--- config.mk ---
export PLATFORM = sky130hd
export DESIGN_NAME = id_ex_pipeline_reg
export DESIGN_NICKNAME = d
export VERILOG_FILES = /design/src/rtl/id_ex_pipeline_reg.sv
export SDC_FILE = /design/constraint.sdc
export NUM_CORES = 1
export LEC_CHECK = 0
export ABC_CLOCK_PERIOD_IN_PS = 900
export CAP_MARGIN = 15
export CORE_MARGIN = 8
export CORE_UTILIZATION = 41
export CTS_BUF_LIST = sky130_fd_sc_hd__clkbuf_8 sky130_fd_sc_hd__clkbuf_16
export CTS_CLUSTER_SIZE = 24
export DETAILED_ROUTE_END_ITERATION = 16
export GPL_TIMING_DRIVEN = 0
export HOLD_SLACK_MARGIN = 0.05
export PLACE_DENSITY = 0.78
export SETUP_SLACK_MARGIN = 0.2
export SYNTH_ARGS = -nofsm -noshare
export SYNTH_HDL_FRONTEND = slang
export SYNTH_SLANG_ARGS = --single-unit
--- constraint.sdc ---
create_clock -name CLK -period 0.9 [get_ports CLK]
set_clock_uncertainty 0.1 [all_clocks]
set_input_delay 0.18 -clock CLK [delete_from_list [all_inputs] [get_ports CLK]]
set_output_delay 0.18 -clock CLK [all_outputs]
set_load 0.01 [all_outputs]
--- src/rtl/id_ex_pipeline_reg.sv ---
// ID/EX pipeline register for the RV32IM 5-stage core: captures decoded operands
// and EX/MEM/WB control each cycle, with hold (STALL) and bubble insert (FLUSH).
module id_ex_pipeline_reg #(
  parameter int DATA_WIDTH     = 32,
  parameter int REG_ADDR_WIDTH = 5,
  parameter int ALU_OP_WIDTH   = 5
) (
  input  logic                      CLK,
  input  logic                      RESET,
  input  logic                      STALL,
  input  logic                      FLUSH,
  input  logic [REG_ADDR_WIDTH-1:0] DEST_REG,
  input  logic [DATA_WIDTH-1:0]     PC_PLUS_4,
  input  logic [DATA_WIDTH-1:0]     READ_DATA1,
  input  logic [DATA_WIDTH-1:0]     READ_DATA2,
  input  logic [DATA_WIDTH-1:0]     IMMEDIATE,
  input  logic [ALU_OP_WIDTH-1:0]   ALU_OP,
  input  logic                      BRANCH_JUMP,
  input  logic                      OP1_SEL,
  input  logic                      OP2_SEL,
  input  logic [1:0]                MEM_WRITE,
  input  logic [1:0]                MEM_READ,
  input  logic [1:0]                REG_WRITE_SEL,
  input  logic                      REG_WRITE_ENABLE,
  output logic [REG_ADDR_WIDTH-1:0] OUT_DEST_REG,
  output logic [DATA_WIDTH-1:0]     OUT_PC_PLUS_4,
  output logic [DATA_WIDTH-1:0]     OUT_READ_DATA1,
  output logic [DATA_WIDTH-1:0]     OUT_READ_DATA2,
  output logic [DATA_WIDTH-1:0]     OUT_IMMEDIATE,
  output logic [ALU_OP_WIDTH-1:0]   OUT_ALU_OP,
  output logic                      OUT_BRANCH_JUMP,
  output logic                      OUT_OP1_SEL,
  output logic                      OUT_OP2_SEL,
  output logic [1:0]                OUT_MEM_WRITE,
  output logic [1:0]                OUT_MEM_READ,
  output logic [1:0]                OUT_REG_WRITE_SEL,
  output logic                      OUT_REG_WRITE_ENABLE
);

  typedef struct packed {
    logic [REG_ADDR_WIDTH-1:0] dest_reg;
    logic [DATA_WIDTH-1:0]     pc_plus_4;
    logic [DATA_WIDTH-1:0]     read_data1;
    logic [DATA_WIDTH-1:0]     read_data2;
    logic [DATA_WIDTH-1:0]     immediate;
    logic [ALU_OP_WIDTH-1:0]   alu_op;
    logic                      branch_jump;
    logic                      op1_sel;
    logic                      op2_sel;
    logic [1:0]                mem_write;
    logic [1:0]                mem_read;
    logic [1:0]                reg_write_sel;
    logic                      reg_write_enable;
  } stage_t;

  stage_t stage_in;
  stage_t stage_d;
  stage_t stage_q;

  assign stage_in = '{
    dest_reg:         DEST_REG,
    pc_plus_4:        PC_PLUS_4,
    read_data1:       READ_DATA1,
    read_data2:       READ_DATA2,
    immediate:        IMMEDIATE,
    alu_op:           ALU_OP,
    branch_jump:      BRANCH_JUMP,
    op1_sel:          OP1_SEL,
    op2_sel:          OP2_SEL,
    mem_write:        MEM_WRITE,
    mem_read:         MEM_READ,
    reg_write_sel:    REG_WRITE_SEL,
    reg_write_enable: REG_WRITE_ENABLE
  };

  // An all-zero stage is a NOP: no register write, no memory access, no branch.
  // FLUSH wins over STALL so a squashed instruction never lingers in EX.
  always_comb begin
    stage_d = stage_q;
    if (FLUSH) begin
      stage_d = '0;
    end else if (!STALL) begin
      stage_d = stage_in;
    end
  end

  always_ff @(posedge CLK or negedge RESET) begin
    if (!RESET) begin
      stage_q <= '0;
    end else begin
      stage_q <= stage_d;
    end
  end

  assign OUT_DEST_REG         = stage_q.dest_reg;
  assign OUT_PC_PLUS_4        = stage_q.pc_plus_4;
  assign OUT_READ_DATA1       = stage_q.read_data1;
  assign OUT_READ_DATA2       = stage_q.read_data2;
  assign OUT_IMMEDIATE        = stage_q.immediate;
  assign OUT_ALU_OP           = stage_q.alu_op;
  assign OUT_BRANCH_JUMP      = stage_q.branch_jump;
  assign OUT_OP1_SEL          = stage_q.op1_sel;
  assign OUT_OP2_SEL          = stage_q.op2_sel;
  assign OUT_MEM_WRITE        = stage_q.mem_write;
  assign OUT_MEM_READ         = stage_q.mem_read;
  assign OUT_REG_WRITE_SEL    = stage_q.reg_write_sel;
  assign OUT_REG_WRITE_ENABLE = stage_q.reg_write_enable;

endmodule

### Yosys cells after proc, flatten, opt, wreduce, memory -nomap -nowiden

Cells that the tools add are included.
W data, S select, Z words.

* equal/unequal tests: 1
* muxes and demuxes: 2

Operators by type and width (number)
* $mux W148: 2
* $ne A2 B1 Y1 const B: 1

* register bits after elaboration: 148
* bits of input ports: 152
* output and inout port bits: 148
* logic and storage cells: 16

### Logic depth before layout (Yosys ltp)

Gate-level depths: netlist of the first run.

* depth in word-level cells: 2
* mapped depth: 5
* mapped depth without buffers: 2

### Worst setup path before layout of the first run

OpenSTA, ideal clock, no wires.

* kind: input to register
* start: input STALL
* end: register stage_q (netlist bit OUT_DEST_REG[0])
* setup time: 132 ps
* arrival time: 825 ps
* required time: 668 ps
* slack: -157 ps
* stages on the path: 5
* path buffers: 3
* cell sequence: buf_4 buf_6 buf_8 mux2i_1 nor2_1

* cells in the longest elaborated chain, start to end: 1

Ends and longest elaborated chain
* start: declaration: line 10 `input logic STALL,`
* $ne A2 B1 Y1 (no line)
* end signal: assignment: line 91 `stage_q <= stage_d;`
* end: declaration: line 58 `stage_t stage_q;`

Every way passes these cells.
A chain may end at the register's enable or synchronous reset.

### Final worst setup path of the first run

* start: register stage_q (netlist bit OUT_READ_DATA1[18])
* end: output OUT_READ_DATA1[18]

RTL lines
* end: declaration: line 27 `output logic [DATA_WIDTH-1:0] OUT_READ_DATA1,`

No word-level cell between the ends.

==> impl_metrics.json, run 1 <==
{
  "status": "finished, violations left",
  "failed_checks": "hold timing, setup timing",
  "critPathMaxFanout": 2,
  "die_w_um": 138,
  "cts_max_path_buffers": 2,
  "synth_xor_area_share_pct": 0,
  "setup_slack_ns": -0.350,
  "peakVddDrop_v": 0.00116,
  "yosysTopAreaCell": "dfrtp_1",
  "wl_per_cell_um": 19.1,
  "grt_first_pass_wirelength_um": 29100,
  "tightest_slew_ns": 0.455,
  "hp-class": "in2async",
  "rr_worst_depth": 4,
  "yosys-top-cells-count": "dfrtp_1, mux2i_1, nor2_1",
  "clk_pin_slew_worst_paths_ns": 0.06,
  "grt_pass1_vias": 5492,
  "fmax_ghz": 0.800,
  "total_power_w": 0.0181,
  "multi_input_area_um2": 2060,
  "regArea_um2": 3700,
  "yosysSeqAreaShare_pct": 60.8,
  "hold_viol": 156,
  "synthesis.nets": 629,
  "cp_data_required_time_ns": 0.62,
  "cts.sinks": 148,
  "arrival_ns": 0.97,
  "synthSimpleGateAreaFrac_pct": 9.13,
  "maxCapViolCount": 0,
  "rrSetupSlack_ns": -0.21,
  "synth_area_leaders": "dfrtp_1, mux2i_1, nor2_1",
  "gr-usage-all-layers_pct": 20.1,
  "crit_path_start_kind": "register",
  "drc": 0,
  "synth_seq_cells": 148,
  "area_delta_synth_final_pct": 74.1,
  "dr.pass1.iters": 4,
  "root_buffer": "clkbuf_16",
  "post_dp_cell_area_um2": 9330,
  "whs_ns": -0.452,
  "via_count": 5100,
  "tns_ns": -50.76,
  "row_count": 44,
  "cts_made_buffers": 17,
  "io_pins": 300,
  "drtIter0Drc": 164,
  "synthArstFlopShare_pct": 100,
  "synth_area_per_cell_um2": 12.8,
  "vias_per_cell": 4.77,
  "fin_crit_ns": 1.25,
  "yosys_warnings": 0,
  "cpLargestDelayFamily": "flip-flops",
  "fillCellCount": 959,
  "ys_types": 9,
  "synthMuxAreaShare_pct": 24.3,
  "powerDensity_nw_per_um2": 1710,
  "setup_viol": 206,
  "grt_max_degree": 82,
  "die_y_um": 138,
  "synthAdderAreaFrac_pct": 0,
  "start_util_pct": 41.9,
  "synth_top_family_by_area": "multiplexers",
  "portBuffers": 297,
  "dieArea_um2": 19000,
  "final_cell_area_um2": 10600,
  "drive_gt1_share_pct": 32.1,
  "clk_latency_ns": 0.41,
  "antenna_left": 0,
  "crit_chain": "buf_6",
  "r2r_end": "OUT_PC_PLUS_4[0]",
  "slowest_stage": "dfrtp_1",
  "cp-endpoint": "OUT_READ_DATA1[18]",
  "routed_wl_um": 20500,
  "max_stage_delay_ns": 0.41,
  "dp_hpwl_um": 14600,
  "path_class": "reg2out",
  "rsz0062_at_grt": "true",
  "cp.depth": 1,
  "rr_startpoint": "OUT_PC_PLUS_4[0]",
  "maxSlewHeadroom_pct": 69.7,
  "gp_congestion": 0.782,
  "drv_slew": 0,
  "cp_num_buf_inv": 1,
  "netlist.area_leader.share_pct": 60.8,
  "critPathLaunch": "OUT_READ_DATA1[18]",
  "cts_tree": "built",
  "layout.nets": 1024,
  "synth_edf_count": 0,
  "worstSetupEndpointType": "output pin",
  "p_leak_nw": 5.49,
  "grt_overflow": 0,
  "syn_area_um2": 6090,
  "antenna_found_initial": 1,
  "synthCells": 477,
  "htree_num_levels": 4,
  "ys.flop_type": "dfrtp_1",
  "synth-compound-area-share_pct": 0,
  "core_area_um2": 14500,
  "final.period_utilization_pct": 139
}
[worst register-to-register path, stage by stage (launching register included)]
cell and delay, ns:
dfrtp_1 0.40, buf_6 0.13, buf_6 0.11, mux2i_2 0.18
nor2_1 0.07
[final cells by class]
cell class | instances | area share [%]
buffer | 33 | 3.41
sequential | 148 | 34.9
multi-input combinational | 296 | 19.5
clock buffer | 22 | 4.66
clock inverter | 10 | 1.45
tap | 184 | 2.17
antenna | 1 | 0.0236
timing repair buffer | 376 | 33.8
[sequential cells by signal (all words and copies together) (netlist names)]
name                  count
OUT_MEM_READ              2
OUT_PC_PLUS_4            32
OUT_READ_DATA1           32
OUT_READ_DATA2           32
OUT_BRANCH_JUMP           1
OUT_OP1_SEL               1
OUT_REG_WRITE_ENABLE      1
OUT_ALU_OP                5
OUT_REG_WRITE_SEL         2
OUT_MEM_WRITE             2
OUT_IMMEDIATE            32
OUT_DEST_REG              5
OUT_OP2_SEL               1
[cells by family (layout without fill, tap and decap cells)]
logic type / Yosys count / count (layout)
buf+inv: 33 / 441
other cells: 0 / 1
flops: 148 / 148
simple gates: 148 / 148
mux: 148 / 148
[cells in the final DEF, fill, tap and decap left out]
cell             instances
dfrtp_1                148
nor2_1                 148
clkdlybuf4s50_1        148
mux2i_1                143
buf_6                  135
buf_2                   60
buf_4                   35
clkbuf_16               17
buf_12                  12
clkbuf_1                11
clkbuf_8                 5
buf_8                    4
mux2i_2                  4
bufinv_16                4
clkbuf_2                 3
inv_1                    3
clkinvlp_4               3
diode_2                  1
mux2i_4                  1
buf_16                   1
[stage by stage]
| stage | instances | utilization [%] | worst slack [ns] | hold WS [ns] |
|---|---|---|---|---|
| 2_1_floorplan | 477 | - | -0.119 | -0.216 |
| 3_3_place_gp | 958 | 64.0 | -6.16 | 0.387 |
| 4_1_cts | 1027 | 68.2 | -0.369 | -0.384 |
| 5_1_grt | 1070 | 72.9 | -0.382 | -0.435 |
| 3_5_place_dp | 959 | 64.2 | -0.375 | 0.125 |
| 6_report | 1070 | 72.9 | -0.350 | -0.452 |
[how the worst min path moves through the flow]
stage / end / slack, ns / cells after the start
2_1_floorplan: OUT_ALU_OP[0] / -0.22 / 0
3_3_place_gp: OUT_BRANCH_JUMP / 0.39 / 2
3_5_place_dp: OUT_READ_DATA1[3] / 0.13 / 1
4_1_cts: OUT_READ_DATA1[3] / -0.38 / 1
5_1_grt: OUT_READ_DATA1[3] / -0.43 / 1
6_report: OUT_READ_DATA1[3] / -0.45 / 1
[metal layers]
layer,track usage [%],vias to the layer above,part of all wire (%),wire length [um]
met4,9.61,0,3.3,682
met5,0,-,0,0
met2,34.4,216,52,10700
met3,8.83,41,9.5,1940
met1,20.6,2477,35,7130
li1,-,2366,-,-
[timing repair]
action	CTS	global route
gates resized for setup	674	81
buffers inserted	36	42
setup endpoints to repair	356	345
pin swaps	0	11
endpoints found under the hold margin	84	124
[power breakdown]
group          internal (W)  switching [W]
Clock               0.00498        0.00266
Combinational       0.00192        0.00127
Sequential          0.00703       0.000263
(Power assumes the default switching activity.)
==> run 2, diff against run 1 <==
- CAP_MARGIN: 15 -> 20
==> results of run 2 <==
The final DEF is identical to that of run 1; final timing and power are the same.
==> run 3, diff against run 2 <==
- CAP_MARGIN: 20 -> unset
- SLEW_MARGIN: unset -> 0
==> impl_metrics.json, run 3 (synthesis gave the netlist of run 1 again) <==
{
  "hold_viol": 156,
  "gr-usage-all-layers_pct": 20.1,
  "crit_chain": "buf_6",
  "cp_data_required_time_ns": 0.62,
  "row_count": 44,
  "grt_overflow": 0,
  "final_cell_area_um2": 10600,
  "wl_per_cell_um": 19.1,
  "drc": 0,
  "fillCellCount": 959,
  "setup_slack_ns": -0.350,
  "htree_num_levels": 4,
  "portBuffers": 297,
  "root_buffer": "clkbuf_16",
  "cts.sinks": 148,
  "dieArea_um2": 19000,
  "post_dp_cell_area_um2": 9330,
  "failed_checks": "hold timing, setup timing",
  "cts_max_path_buffers": 2,
  "post-place-ws_ns": -0.375,
  "drtIter0Drc": 164,
  "cts_made_buffers": 17,
  "clk_latency_ns": 0.41,
  "slowest_stage": "dfrtp_1",
  "path_class": "reg2out",
  "drv_slew": 0,
  "fmax_ghz": 0.800,
  "maxSlewHeadroom_pct": 69.7,
  "max_stage_delay_ns": 0.41,
  "cpLargestDelayFamily": "flip-flops",
  "fin_crit_ns": 1.25,
  "io_pins": 300,
  "clk_pin_slew_worst_paths_ns": 0.06,
  "die_w_um": 138,
  "drive_gt1_share_pct": 32.1,
  "setup_viol": 206,
  "cts_tree": "built",
  "arrival_ns": 0.97,
  "tightest_slew_ns": 0.455,
  "area_delta_synth_final_pct": 74.1,
  "layout.nets": 1024,
  "rsz0062_at_grt": "true",
  "critPathMaxFanout": 2,
  "whs_ns": -0.452,
  "routed_wl_um": 20500,
  "hp-class": "in2async",
  "crit_path_start_kind": "register",
  "grt_pass1_vias": 5492,
  "vias_per_cell": 4.77,
  "cp_num_buf_inv": 1,
  "worstSetupEndpointType": "output pin",
  "fin_util_pct": 72.9,
  "gp_congestion": 0.782,
  "via_count": 5100,
  "core_area_um2": 14500,
  "dp_hpwl_um": 14600,
  "maxCapViolCount": 0,
  "status": "finished, violations left",
  "p_leak_nw": 5.49,
  "antenna_left": 0,
  "powerDensity_nw_per_um2": 1710,
  "dr.pass1.iters": 4,
  "final.period_utilization_pct": 139,
  "peakVddDrop_v": 0.00116,
  "final_cell_mix": "dfrtp_1, nor2_1, clkdlybuf4s50_1",
  "grt_first_pass_wirelength_um": 29100,
  "antenna_found_initial": 1,
  "die_y_um": 138,
  "grt_max_degree": 82,
  "start_util_pct": 41.9
}
==> run 3: cell counts in the layout (fill, tap and decap cells not counted) <==
Identical to the previous run, type by type.
==> run 3: area by class of cell <==
cell class | instances | area (um2) | area share, %
diodes | 1 | 2.50 | 0.0236
plain buffers | 33 | 362 | 3.41
clock buffers | 22 | 494 | 4.66
clock inverters | 10 | 154 | 1.45
multi-input cells | 296 | 2060 | 19.5
flip-flops and latches | 148 | 3700 | 34.9
well taps | 184 | 230 | 2.17
repair buffers | 376 | 3590 | 33.8
==> run 3: report_power, final <==
part	total [W]	switching, W	internal, W
combinational	0.00319	0.00127	0.00192
sequential	0.00730	0.000263	0.00703
clock	0.00764	0.00266	0.00498
==> run 3: what timing repair did <==
item                       in CTS  in global routing
setup endpoints to repair     356                345
hold endpoints to repair       84                124
buffers inserted               36                 42
resized for setup             674                 81
pin swaps                       0                 11
==> run 3: path summary, 6_finish.rpt <==
| kind | start | to | slack [ns] | cells past startpoint |
|---|---|---|---|---|
| worst max-delay path | OUT_READ_DATA1[18] | OUT_READ_DATA1[18] | -0.35 | 1 |
| worst min-delay path | RESET | OUT_READ_DATA1[3] | -0.45 | 1 |
| worst max register to register | OUT_PC_PLUS_4[0] | OUT_PC_PLUS_4[0] | -0.21 | 4 |
| worst min register to register | OUT_READ_DATA1[25] | OUT_READ_DATA1[25] | 0.42 | 2 |
| max in group asynchronous | RESET | OUT_READ_DATA2[5] | 0.44 | 2 |
| min in group CLK | FLUSH | OUT_OP1_SEL | -0.04 | 2 |
==> run 3: stage by stage <==
step / std cells / hold slack [ns] / TNS (ns) / power [W]
floorplan: 477 / -0.216 / -14.34 / 0.00843
global placement: 958 / 0.387 / -980.79 / 0.0102
detailed placement: 959 / 0.125 / -96.03 / 0.0103
CTS: 1027 / -0.384 / -50.72 / 0.0179
global route: 1070 / -0.435 / -58.60 / 0.0188
finish: 1070 / -0.452 / -50.76 / 0.0181
==> run 3: metal layers <==
layer | track usage [%] | vias up | wire length [um]
met4 | 9.61 | 0 | 682
li1 | - | 2366 | -
met5 | 0 | - | 0
met2 | 34.4 | 216 | 10700
met3 | 8.83 | 41 | 1940
met1 | 20.6 | 2477 | 7130
==> edit: new RTL, flow settings as in run 3 <==
The parameter `REG_ADDR_WIDTH` goes from 5 to 7.
--- a/src/rtl/id_ex_pipeline_reg.sv
+++ b/src/rtl/id_ex_pipeline_reg.sv
@@ -3,5 +3,5 @@
 module id_ex_pipeline_reg #(
   parameter int DATA_WIDTH     = 32,
-  parameter int REG_ADDR_WIDTH = 5,
+  parameter int REG_ADDR_WIDTH = 7,
   parameter int ALU_OP_WIDTH   = 5
 ) (
Interface: changed (resized DEST_REG and OUT_DEST_REG); port bits go from 300 to 304. No check against the original RTL was run, so the function may have changed too.
==> edit against run 3 <==
The flow still finishes with violations (negative hold slack, negative setup slack); via count down 0.24%; wire length is 0.55% higher; sequential cell count grew 2; largest cell class unchanged; synthesized area grew 0.12%; final area is 1.0% lower; critical endpoint is now OUT_PC_PLUS_4[16]; highest routed layer unchanged; setup slack improved by 5.5 ps; total power down 5.2%.
==> edit: results (changes against run 3) <==
| Metric | This run | Change |
|---|---|---|
| Run status | finished, violations left |  |
| Failing checks | negative hold slack, negative setup slack |  |
| Place WS | -382 ps | -7.08 ps |
| Synthesized netlist net count | 638 | +1.4% |
| Initial drt markers | 212 | +29% |
| Synthesized instance count | 484 | +1.5% |
| Met1 Usage GRT | 0.215 | +0.00904 |
| # setup viols final | 208 | +0.97% |
| Final Wtd Congestion | 0.767 | -1.9% |
| Cts repair resizes | 689 | +2.2% |
| Non-filler cells in the finished layout | 1,077 | +0.65% |
| Via count of the first global-routing pass | 5,442 | -0.91% |
| Global routing usage summed across all routing layers | 0.205 | +0.00457 |
| Initial antenna violation count | 0 | -1 |
| Antenna Cells | 0 | -1 |
| Top post-synthesis cells by area | sky130_fd_sc_hd__dfrtp_1, sky130_fd_sc_hd__mux2i_1, sky130_fd_sc_hd__nor2_1 |  |
| Postcts setup bufs | 39 | +8.3% |
| Global Route met2 Usage | 0.370 | +0.0252 |
| Detailed-route vias per instance | 4.72 | -0.88% |
| Proportion of layout cells with a drive suffix above 1 | 0.318 | -0.00287 |
| Static Leak | 5.51 nW | +0.37% |
| Final setup margin | -344 ps | +5.51 ps |
| Detailed Place HPWL | 15,100 um | +2.9% |
| Hold Fails Final Rpt | 150 | -3.8% |
| Met2 WL | 11,100 um | +3.4% |
| Placed Cells | 970 | +1.1% |
| Final hold slack | -443 ps | +8.72 ps |
| Final wirelength | 20,600 um | +0.55% |
| Net count, final | 1,036 | +1.2% |
| Share of synthesized area occupied by flip-flops and latches | 0.616 | +0.00746 |
| Met3 WL | 1830 um | -5.8% |
| Sequential share of power | 0.430 | +0.028 |
| Met1 layer wirelength in the final routing | 7300 um | +2.3% |
| Largest net degree at the start of global routing | 81 | -1.2% |
| Cell variety after synth | 8 | -1 |
| Clock power share | 0.386 | -0.035 |
edit: cell types whose count changed in the layout (fill, tap and decap cells not counted), moves of 5 or more:
| cell | delta |
|---|---|
| sky130_fd_sc_hd__buf_8 | +7 |
| sky130_fd_sc_hd__buf_2 | +6 |
| sky130_fd_sc_hd__buf_12 | -10 |
| sky130_fd_sc_hd__buf_6 | -5 |
| sky130_fd_sc_hd__clkbuf_1 | -6 |
| sky130_fd_sc_hd__buf_4 | +6 |
edit: cell families after synthesis:
kind of cell	synth area share
simple gates	0.0924
buf+inv	0.0454
flops	0.616
mux	0.246
edit: metrics by stage:
stage | power [mW] | TNS [ps] | instance area, um2
after floorplan | 8.51 | -10930 | 6120
after global placement | 10.3 | -1011920 | 9360
after detailed placement | 10.4 | -104970 | 9390
after CTS | 17.0 | -50590 | 9880
after global routing | 17.9 | -57930 | 10500
final | 17.2 | -50240 | 10500
edit: path summary, 6_finish.rpt:
| check | start | end | slack, ps | cells after the start |
|---|---|---|---|---|
| max in group asynchronous | RESET | OUT_IMMEDIATE[7] | 420 | 2 |
| setup reg to reg | OUT_READ_DATA1[29] | OUT_READ_DATA1[29] | -170 | 4 |
| min in group CLK | STALL | OUT_IMMEDIATE[26] | 200 | 4 |
| hold / removal | RESET | OUT_PC_PLUS_4[1] | -440 | 1 |
| hold reg to reg | OUT_READ_DATA1[4] | OUT_READ_DATA1[4] | 420 | 2 |
| setup / recovery | OUT_PC_PLUS_4[16] | OUT_PC_PLUS_4[16] | -340 | 1 |
edit: area by class of cell:
type	instances	area [um2]	share of cell area
tap	184	230	0.0219
timing repair buffer	379	3590	0.342
clock buffer	18	439	0.0419
sequential	150	3750	0.358
multi-input combinational	300	2080	0.198
clock inverter	12	101	0.00966
buffer	34	304	0.0290
